<file path="config.mk">
export PLATFORM = sky130hd
export DESIGN_NAME = csi_rx_dat_align
export DESIGN_NICKNAME = d
export VERILOG_FILES = /design/src/rtl/top_pkg.sv /design/src/rtl/csi_rx_lane_align.sv /design/src/rtl/csi_rx_dat_align.sv
export SDC_FILE = /design/constraint.sdc
export NUM_CORES = 1
export LEC_CHECK = 0
export BUFFER_PORTS_ARGS = -buffer_cell sky130_fd_sc_hd__buf_2
export CAP_MARGIN = 20
export CORE_MARGIN = 4
export CORE_UTILIZATION = 45
export CTS_CLUSTER_SIZE = 14
export DETAILED_ROUTE_END_ITERATION = 6
export GPL_TIMING_DRIVEN = 1
export SYNTH_ARGS = -nofsm -noshare
export SYNTH_HDL_FRONTEND = slang
export SYNTH_SLANG_ARGS = --single-unit
export TNS_END_PERCENT = 10
</file>
<file path="constraint.sdc">
create_clock -name byte_clock -period 3.6 [get_ports byte_clock]
set_input_delay 0 -clock byte_clock [delete_from_list [all_inputs] [get_ports byte_clock]]
set_output_delay 0 -clock byte_clock [all_outputs]
set_load 0.1 [all_outputs]
</file>
<file path="src/rtl/top_pkg.sv">
// Shared constants and types for the CSI-2 receive data path.
package top_pkg;

    // HS leader / sync pattern that marks the start of every HS burst on a lane.
    localparam logic [7:0] CSI_SYNC_BYTE = 8'hB8;

    // Aligner control states.
    typedef enum logic [1:0] {
        IDLE,
        WAIT_LANES,
        STREAM
    } align_st_t;

endpackage

</file>
<file path="src/rtl/csi_rx_lane_align.sv">
// One CSI-2 data lane: polarity fix, sync-byte hunt at all bit offsets,
// offset lock and a small FIFO that absorbs inter-lane skew.
module csi_rx_lane_align
    import top_pkg::*;
#(
    parameter logic       INVERT    = 1'b0,
    parameter logic [7:0] SYNC_BYTE = CSI_SYNC_BYTE,
    parameter int         MAX_SKEW  = 3
) (
    input  logic       byte_clock,
    input  logic       reset,
    input  logic [7:0] deser_in,
    input  logic       wait_for_sync,
    input  logic       clear,
    input  logic       pop,
    output logic       lock_next,
    output logic       locked,
    output logic       fifo_empty,
    output logic [7:0] byte_out
);

    // Depth covers the longest skew wait plus the bypass/pop pipeline slot.
    localparam int DEPTH = MAX_SKEW + 2;
    localparam int PTR_W = (DEPTH > 2) ? $clog2(DEPTH) : 1;
    localparam int CNT_W = $clog2(DEPTH + 1);
    localparam logic [PTR_W-1:0] LAST_PTR = PTR_W'(DEPTH - 1);
    localparam logic [CNT_W-1:0] FULL_CNT = CNT_W'(DEPTH);

    logic [7:0]       d;
    logic [7:0]       d_q;
    logic [15:0]      win;
    logic             match;
    logic [2:0]       match_off;
    logic             locked_q, locked_d;
    logic [2:0]       off_q, off_d;
    logic [7:0]       push_byte;
    logic             push, do_write, do_read;
    logic [PTR_W-1:0] wr_ptr_q, wr_ptr_d, rd_ptr_q, rd_ptr_d;
    logic [CNT_W-1:0] count_q, count_d;
    logic [7:0]       mem_q [DEPTH];

    // Build the 16-bit window and find the lowest bit offset holding the sync byte.
    always_comb begin
        d         = deser_in ^ {8{INVERT}};
        win       = {d, d_q};
        match     = 1'b0;
        match_off = 3'd0;
        for (int k = 7; k >= 0; k--) begin
            if (win[k +: 8] == SYNC_BYTE) begin
                match     = 1'b1;
                match_off = 3'(k);
            end
        end
    end

    // Lock tracking: a match is only taken while searching; clear always wins.
    always_comb begin
        lock_next = locked_q | (wait_for_sync & match);
        locked_d  = clear ? 1'b0 : lock_next;
        off_d     = off_q;
        if (!locked_q && wait_for_sync && match) begin
            off_d = match_off;
        end
    end

    // FIFO control with fall-through so a byte pushed this cycle can be popped at once.
    always_comb begin
        push_byte  = win[off_q +: 8];
        push       = locked_q & ~clear;
        do_read    = pop & (count_q != '0);
        do_write   = push & ~(pop & (count_q == '0));
        fifo_empty = (count_q == '0) & ~push;
        byte_out   = (count_q == '0) ? push_byte : mem_q[rd_ptr_q];
        wr_ptr_d   = wr_ptr_q;
        rd_ptr_d   = rd_ptr_q;
        count_d    = count_q;
        if (clear) begin
            wr_ptr_d = '0;
            rd_ptr_d = '0;
            count_d  = '0;
        end else begin
            if (do_write) begin
                wr_ptr_d = (wr_ptr_q == LAST_PTR) ? '0 : wr_ptr_q + 1'b1;
            end
            if (do_read) begin
                rd_ptr_d = (rd_ptr_q == LAST_PTR) ? '0 : rd_ptr_q + 1'b1;
            end
            if (do_write && !do_read) begin
                count_d = count_q + 1'b1;
            end else if (!do_write && do_read) begin
                count_d = count_q - 1'b1;
            end
        end
    end

    // Lane state registers.
    always_ff @(posedge byte_clock or posedge reset) begin
        if (reset) begin
            d_q      <= '0;
            locked_q <= 1'b0;
            off_q    <= '0;
            wr_ptr_q <= '0;
            rd_ptr_q <= '0;
            count_q  <= '0;
        end else begin
            d_q      <= d;
            locked_q <= locked_d;
            off_q    <= off_d;
            wr_ptr_q <= wr_ptr_d;
            rd_ptr_q <= rd_ptr_d;
            count_q  <= count_d;
        end
    end

    // FIFO storage; contents are don't-care while the count is zero.
    always_ff @(posedge byte_clock) begin
        if (do_write) begin
            mem_q[wr_ptr_q] <= push_byte;
        end
    end

    // The skew window bounds the fill level, so a write into a full FIFO is a design bug.
    assert property (@(posedge byte_clock) disable iff (reset)
        !(do_write && !do_read && (count_q == FULL_CNT)));

    assign locked = locked_q;

endmodule

</file>
<file path="src/rtl/csi_rx_dat_align.sv">
// N-lane CSI-2 byte aligner and deskewer: waits for every lane to lock,
// then pops all lanes in lockstep and registers one byte per lane per cycle.
module csi_rx_dat_align
    import top_pkg::*;
#(
    parameter int                NLANES    = 2,
    parameter logic [NLANES-1:0] INVERT    = '0,
    parameter logic [7:0]        SYNC_BYTE = CSI_SYNC_BYTE,
    parameter int                MAX_SKEW  = 3
) (
    input  logic                  byte_clock,
    input  logic                  reset,
    input  logic                  enable,
    input  logic                  wait_for_sync,
    input  logic                  packet_done,
    input  logic [NLANES*8-1:0]   deser_in,
    output logic [NLANES*8-1:0]   byte_out,
    output logic                  byte_valid,
    output logic [NLANES-1:0]     lane_locked,
    output logic                  sync_err
);

    localparam int CNT_W = (MAX_SKEW < 2) ? 1 : $clog2(MAX_SKEW + 1);
    localparam logic [CNT_W-1:0] SKEW_LIMIT = CNT_W'(MAX_SKEW);

    align_st_t            state_q, state_d;
    logic [CNT_W-1:0]     cnt_q, cnt_d;
    logic [NLANES*8-1:0]  byte_out_q, byte_out_d;
    logic [NLANES*8-1:0]  lane_bytes;
    logic                 byte_valid_q, byte_valid_d;
    logic                 sync_err_q, sync_err_d;
    logic [NLANES-1:0]    lock_next, locked, fifo_empty;
    logic                 kill, timeout, clear, pop;

    for (genvar l = 0; l < NLANES; l++) begin : g_lane
        csi_rx_lane_align #(
            .INVERT    (INVERT[l]),
            .SYNC_BYTE (SYNC_BYTE),
            .MAX_SKEW  (MAX_SKEW)
        ) u_lane (
            .byte_clock    (byte_clock),
            .reset         (reset),
            .deser_in      (deser_in[8*l +: 8]),
            .wait_for_sync (wait_for_sync),
            .clear         (clear),
            .pop           (pop),
            .lock_next     (lock_next[l]),
            .locked        (locked[l]),
            .fifo_empty    (fifo_empty[l]),
            .byte_out      (lane_bytes[8*l +: 8])
        );
    end

    // Next state and skew timeout; disable and end-of-packet override lock events.
    always_comb begin
        state_d = state_q;
        cnt_d   = cnt_q;
        timeout = 1'b0;
        kill    = ~enable | packet_done;
        if (kill) begin
            state_d = IDLE;
            cnt_d   = '0;
        end else begin
            case (state_q)
                IDLE: begin
                    if (&lock_next) begin
                        state_d = STREAM;
                    end else if (|lock_next) begin
                        state_d = WAIT_LANES;
                        cnt_d   = '0;
                    end
                end
                WAIT_LANES: begin
                    if (&lock_next) begin
                        state_d = STREAM;
                    end else if (cnt_q == SKEW_LIMIT) begin
                        state_d = IDLE;
                        timeout = 1'b1;
                    end else begin
                        cnt_d = cnt_q + 1'b1;
                    end
                end
                STREAM: begin
                    state_d = STREAM;
                end
                default: begin
                    state_d = IDLE;
                end
            endcase
        end
        clear = kill | timeout;
    end

    // Lockstep pop and output register inputs.
    always_comb begin
        pop          = (state_q == STREAM) & ~(|fifo_empty) & ~kill;
        byte_valid_d = pop;
        sync_err_d   = timeout;
        byte_out_d   = byte_out_q;
        if (kill) begin
            byte_out_d = '0;
        end else if (pop) begin
            byte_out_d = lane_bytes;
        end
    end

    // Control and output registers.
    always_ff @(posedge byte_clock or posedge reset) begin
        if (reset) begin
            state_q      <= IDLE;
            cnt_q        <= '0;
            byte_out_q   <= '0;
            byte_valid_q <= 1'b0;
            sync_err_q   <= 1'b0;
        end else begin
            state_q      <= state_d;
            cnt_q        <= cnt_d;
            byte_out_q   <= byte_out_d;
            byte_valid_q <= byte_valid_d;
            sync_err_q   <= sync_err_d;
        end
    end

    assign byte_out    = byte_out_q;
    assign byte_valid  = byte_valid_q;
    assign lane_locked = locked;
    assign sync_err    = sync_err_q;

endmodule
</file>
==> results.txt <==
- Status: finished clean
* Distinct cell type count of the synthesized netlist: 60
- Iteration-0 DRC count of the detailed router: 414
- The worst-case IR drop observed on VDD is 0.319 mV.
* Number of global-route vias before repair: 4666
* Growth of design area from synthesis to finish: 16.4%
- Share of synthesized registers carrying an async set or reset: 0.444
- Placeable core region: roughly 15000 µm²
- CTS Root Cell: sky130_fd_sc_hd__clkbuf_16
- Measured along the y axis, the die boundary spans 133 µm.
- Maximum net fanout on the critical path: 11
* Total clock buffers created by CTS: 17
* Yosys warning total: 0
* Clock period minus final worst setup slack: 3.20 ns
* Total track usage: 0.182
- Share of synthesized area occupied by flip-flops and latches: 0.565
- Across the routed clock network, the largest skew measured is 0.00802 ns.
- Synthesis produced 533 cells.
- After detailed routing, the number of vias per cell comes to 5.65.
- Ratio of cells with drive above 1 in the final layout: 0.242
* Sort of element at the start of the critical path: register
- Total half-perimeter wirelength after legalization and detailed placement: 10100 µm
- The count of final max-slew check failures came to 0.
- In the finished design, the share of the clock period the worst path needs comes to 0.889.
* Reg2reg path depth: 11
- Insertion delay of the later-clocked pin in the worst-skew pair: 0.41 ns
* Static power due to leakage: 3.05 nW
- Number of flops mapped to enable cells by yosys: 80
- The floorplan step defined a die boundary enclosing 17800 µm².
- The clock net in this run drives a total of 144 sinks.
* Antenna violations before repair: 0
- After the last flow step, the layout net total stands at 630.
- The path class of the tightest hold or removal check is in -> reg.
- The design draws 4.19 mW.
- H-tree levels: 4
* Die extent in x: 133 µm
* Worst flop-to-flop path startpoint: g_lane[1].u_lane.d_q[5]
* CTS tree: done
- The floorplan has 45 rows.
- The critical path contains buffers and inverters numbering 0 combined.
* Worst-case setup margin in the final layout: ~0.40 ns
- Entering global routing, the biggest net connects 40 pins.
* Average instance area after synthesis: 13.3 µm²
* First element of the critical path: g_lane[1].u_lane.d_q[5]
- Via count: 4648
- Slowest CP cell: sky130_fd_sc_hd__fa_1
* Detailed-router iteration count before antenna repair: 5
* Final weighted congestion in routability-driven placement: 0.829
- Slack of the worst reg-to-reg path: 0.40 ns
* Worst hold-check slack: 0.107 ns
* Startpoint of the worst hold path: wait_for_sync
- Reg-to-Reg End: g_lane[0].u_lane.count_q[2]
* GRT overflow: 0
- Cell chain of the critical path: and4bb_1, o21ai_1, a41oi_2, o22a_4, o21ai_2, nor2_1, fa_1, nor3b_2, o21bai_1, xnor2_1, nor2_1
- The kind of cell with the highest combined delay along the critical path is compound AO/OA/AOI/OAI gates.
* Setup WS pre-CTS: 0.388 ns
* Kind of end point of the critical path: register
- Post-route setup TNS: 0 ns
- Number of input and output port buffers inserted: 40
- Pin placement for this block handled 41 I/O pins.
* Wire length per cell: 18.5 µm
- Netlist area before placement: 7090 µm²
- After clock tree synthesis, the setup repair step added 0 buffers.
- Multi-input combinational cell area: 2870 µm²
* Initial cell density of the core: 0.463
- Fill cells in the final layout number 1328.
- Cell mode on critical path: sky130_fd_sc_hd__nor2_1
- Headroom to the max-slew limit: 0.379
- Flop and latch count out of synthesis: 144
* Last element of the critical path: g_lane[0].u_lane.count_q[2]
* Worst-Margin Slew: just over 0.9 ns
- Max Root-Sink Buffers: 2
- Maximum achievable frequency: 312 MHz
- For this block, the routed nets add up to around 15000 µm of wire.
* CP Data Required Time: a little under 4 ns
* Final number of hold-violating endpoints: 0
- Inst Count DP: slightly below 800
* Final ANT Viol Nets: 0
* Leading register cell type out of synthesis: sky130_fd_sc_hd__edfxtp_1
* # DRC: 0
* Synthesized net count: about 570
* Largest stage delay on the critical path: roughly 0.46 ns
- The repair_antennas step left the layout with diodes totalling 0.
- Depth of the critical timing path with buffers and inverters included: 11
* Critical Path AT: 3.50 ns
* Total power density per cell area: slightly above 500 nW/µm²
- The tool flagged a number of max-cap violations equal to 0.
* Sequential cell area: 4000 µm²
- Wire length of the first global-routing pass: 25300 µm
* Worst Setup Path Type: reg -> reg
- Clock slew seen by the registers of the worst setup and hold paths: 0.06 ns
- Setup repair after global routing left no endpoint under its margin.
* Final Non-Filler Cells: a little over 800
- Setup violations remaining at the end of the flow were counted as 0.
==> per-layer routing <==
| metal | part of all wire | routed length (µm) | GRT usage |
|---|---|---|---|
| met5 | 0 | 0 | 0 |
| met4 | 0.012 | 187 | 0.0594 |
| met3 | 0.037 | 567 | 0.0355 |
| met2 | 0.48 | 7370 | 0.286 |
| met1 | 0.47 | 7080 | 0.255 |
==> registers in the layout, summed over array words and instances (netlist names) <==
name / flops
g_lane.u_lane.mem_q: 80
g_lane.u_lane.locked: 2
cnt_q: 2
g_lane.u_lane.off_q: 6
byte_out: 16
g_lane.u_lane.rd_ptr_q: 6
state_q: 2
g_lane.u_lane.count_q: 6
g_lane.u_lane.d_q: 16
g_lane.u_lane.wr_ptr_q: 6
sync_err: 1
byte_valid: 1
==> cells in the mapped netlist, types with 2 or more instances <==
| library cell | count | area share |
|---|---|---|
| sky130_fd_sc_hd__buf_4 | 4 | 0.0042 |
| sky130_fd_sc_hd__or3_1 | 3 | 0.0026 |
| sky130_fd_sc_hd__nor2_1 | 34 | 0.018 |
| sky130_fd_sc_hd__and4bb_2 | 13 | 0.023 |
| sky130_fd_sc_hd__edfxtp_1 | 80 | 0.34 |
| sky130_fd_sc_hd__a21oi_1 | 30 | 0.021 |
| sky130_fd_sc_hd__a211oi_1 | 4 | 0.0042 |
| sky130_fd_sc_hd__clkbuf_1 | 12 | 0.0064 |
| sky130_fd_sc_hd__inv_1 | 19 | 0.010 |
| sky130_fd_sc_hd__nand2b_1 | 7 | 0.0062 |
| sky130_fd_sc_hd__mux2i_1 | 42 | 0.059 |
| sky130_fd_sc_hd__fa_1 | 2 | 0.0056 |
| sky130_fd_sc_hd__nor4_1 | 5 | 0.0044 |
| sky130_fd_sc_hd__nor2b_1 | 2 | 0.0018 |
| sky130_fd_sc_hd__a211o_1 | 3 | 0.0037 |
| sky130_fd_sc_hd__mux4_2 | 22 | 0.070 |
| sky130_fd_sc_hd__mux2_2 | 8 | 0.013 |
| sky130_fd_sc_hd__buf_2 | 9 | 0.0064 |
| sky130_fd_sc_hd__or2_2 | 2 | 0.0018 |
| sky130_fd_sc_hd__buf_1 | 2 | 0.0011 |
| sky130_fd_sc_hd__a22oi_1 | 19 | 0.020 |
| sky130_fd_sc_hd__and4bb_1 | 8 | 0.014 |
| sky130_fd_sc_hd__o21ai_1 | 6 | 0.0042 |
| sky130_fd_sc_hd__o21ai_0 | 26 | 0.018 |
| sky130_fd_sc_hd__or4_1 | 2 | 0.0021 |
| sky130_fd_sc_hd__ha_1 | 9 | 0.016 |
| sky130_fd_sc_hd__nand3_1 | 10 | 0.0071 |
| sky130_fd_sc_hd__a21o_1 | 2 | 0.0021 |
| sky130_fd_sc_hd__dfrtp_1 | 64 | 0.23 |
| sky130_fd_sc_hd__o21a_1 | 3 | 0.0032 |
| sky130_fd_sc_hd__nor4bb_1 | 3 | 0.0042 |
| sky130_fd_sc_hd__o21ai_2 | 5 | 0.0062 |
| sky130_fd_sc_hd__o22ai_1 | 2 | 0.0018 |
| sky130_fd_sc_hd__nor3_1 | 7 | 0.0049 |
| sky130_fd_sc_hd__a31oi_1 | 5 | 0.0044 |
| sky130_fd_sc_hd__nand2_1 | 25 | 0.013 |
| sky130_fd_sc_hd__xnor2_1 | 2 | 0.0025 |
| sky130_fd_sc_hd__o31ai_1 | 6 | 0.0064 |
| sky130_fd_sc_hd__nand3b_1 | 2 | 0.0021 |
| sky130_fd_sc_hd__or3b_1 | 2 | 0.0025 |
| sky130_fd_sc_hd__nor3b_1 | 2 | 0.0021 |
| sky130_fd_sc_hd__nor4_2 | 2 | 0.0035 |
==> layout make-up <==
cell class / count / area share
Timing Repair Buffer: 74 / 0.0603
Clock buffer: 17 / 0.0516
Sequential cell: 144 / 0.485
Tap cell: 211 / 0.0320
Inverter: 19 / 0.00864
Clock inverter: 15 / 0.0141
Multi-Input combinational cell: 342 / 0.348
==> worst reg2reg max path: cells and delay by family (launching register included) <==
| kind | cells | cell delay [ns] |
|---|---|---|
| compound gates | 5 | 1.42 |
| xor+xnor | 1 | 0.16 |
| fa+ha+maj | 1 | 0.46 |
| flops | 1 | 0.43 |
| simple gates | 4 | 0.62 |
==> cells in the final DEF, fill, tap and decap left out, drive strengths merged, types with 3 or more instances in the layout <==
cell and count:
edfxtp 80, dfrtp 64, buf 57, mux2i 42, o21ai 37, nor2 34, a21oi 30, nand2 25
mux4 22, inv 22, and4bb 21, a22oi 19, clkbuf 17, dlygate4sd3 17, nand3 10, clkinv 10
ha 9, nor3 9, mux2 8, nand2b 7, o31ai 7, nor4 7, a31oi 5, a211oi 4
or3 3, nor4bb 3, o21a 3, a211o 3, nor3b 3, a21o 3
==> worst min path at each step <==
| stage | endpoint | slack (ns) | cells after the start |
|---|---|---|---|
| after floorplan | g_lane[0].u_lane.d_q[0] | 0.03 | 0 |
| after global placement | g_lane[1].u_lane.d_q[7] | 0.11 | 1 |
| after detailed placement | g_lane[0].u_lane.d_q[7] | 0.11 | 1 |
| after CTS | g_lane[1].u_lane.off_q[2] | 0.11 | 4 |
| after global routing | g_lane[0].u_lane.off_q[2] | 0.16 | 4 |
| final | g_lane[1].u_lane.off_q[2] | 0.11 | 4 |
==> power by group <==
group	internal [mW]	switching [mW]
logic	0.233	0.326
registers	1.90	0.122
clock network	0.942	0.663
total	3.08	1.11
==> kinds of logic (layout without fill, tap and decap cells) <==
| kind of cell | count (synthesis) | count (layout) | synth area share |
|---|---|---|---|
| AOI/OAI and AO/OA | 121 | 121 | 0.116 |
| xor gates and xnor gates | 2 | 2 | 0.00247 |
| adders and majority gates | 11 | 11 | 0.0215 |
| buffers and inverters | 47 | 125 | 0.0297 |
| DFF | 144 | 144 | 0.565 |
| muxes | 72 | 72 | 0.142 |
| and+or+nand+nor | 136 | 136 | 0.124 |
==> timing repair <==
item | in CTS | in global routing
setup endpoints to repair | 0 | 0
hold endpoints to repair | 54 | 0
hold buffers | 17 | 0
resized for setup | 0 | 0
==> through the flow <==
stage	utilization	cell area [µm²]
after floorplan	-	7090
after global placement	0.492	7530
after detailed placement	0.492	7530
after CTS	0.538	8240
after global routing	0.539	8250
final	0.539	8250
Power figures use the tool's default switching activity.
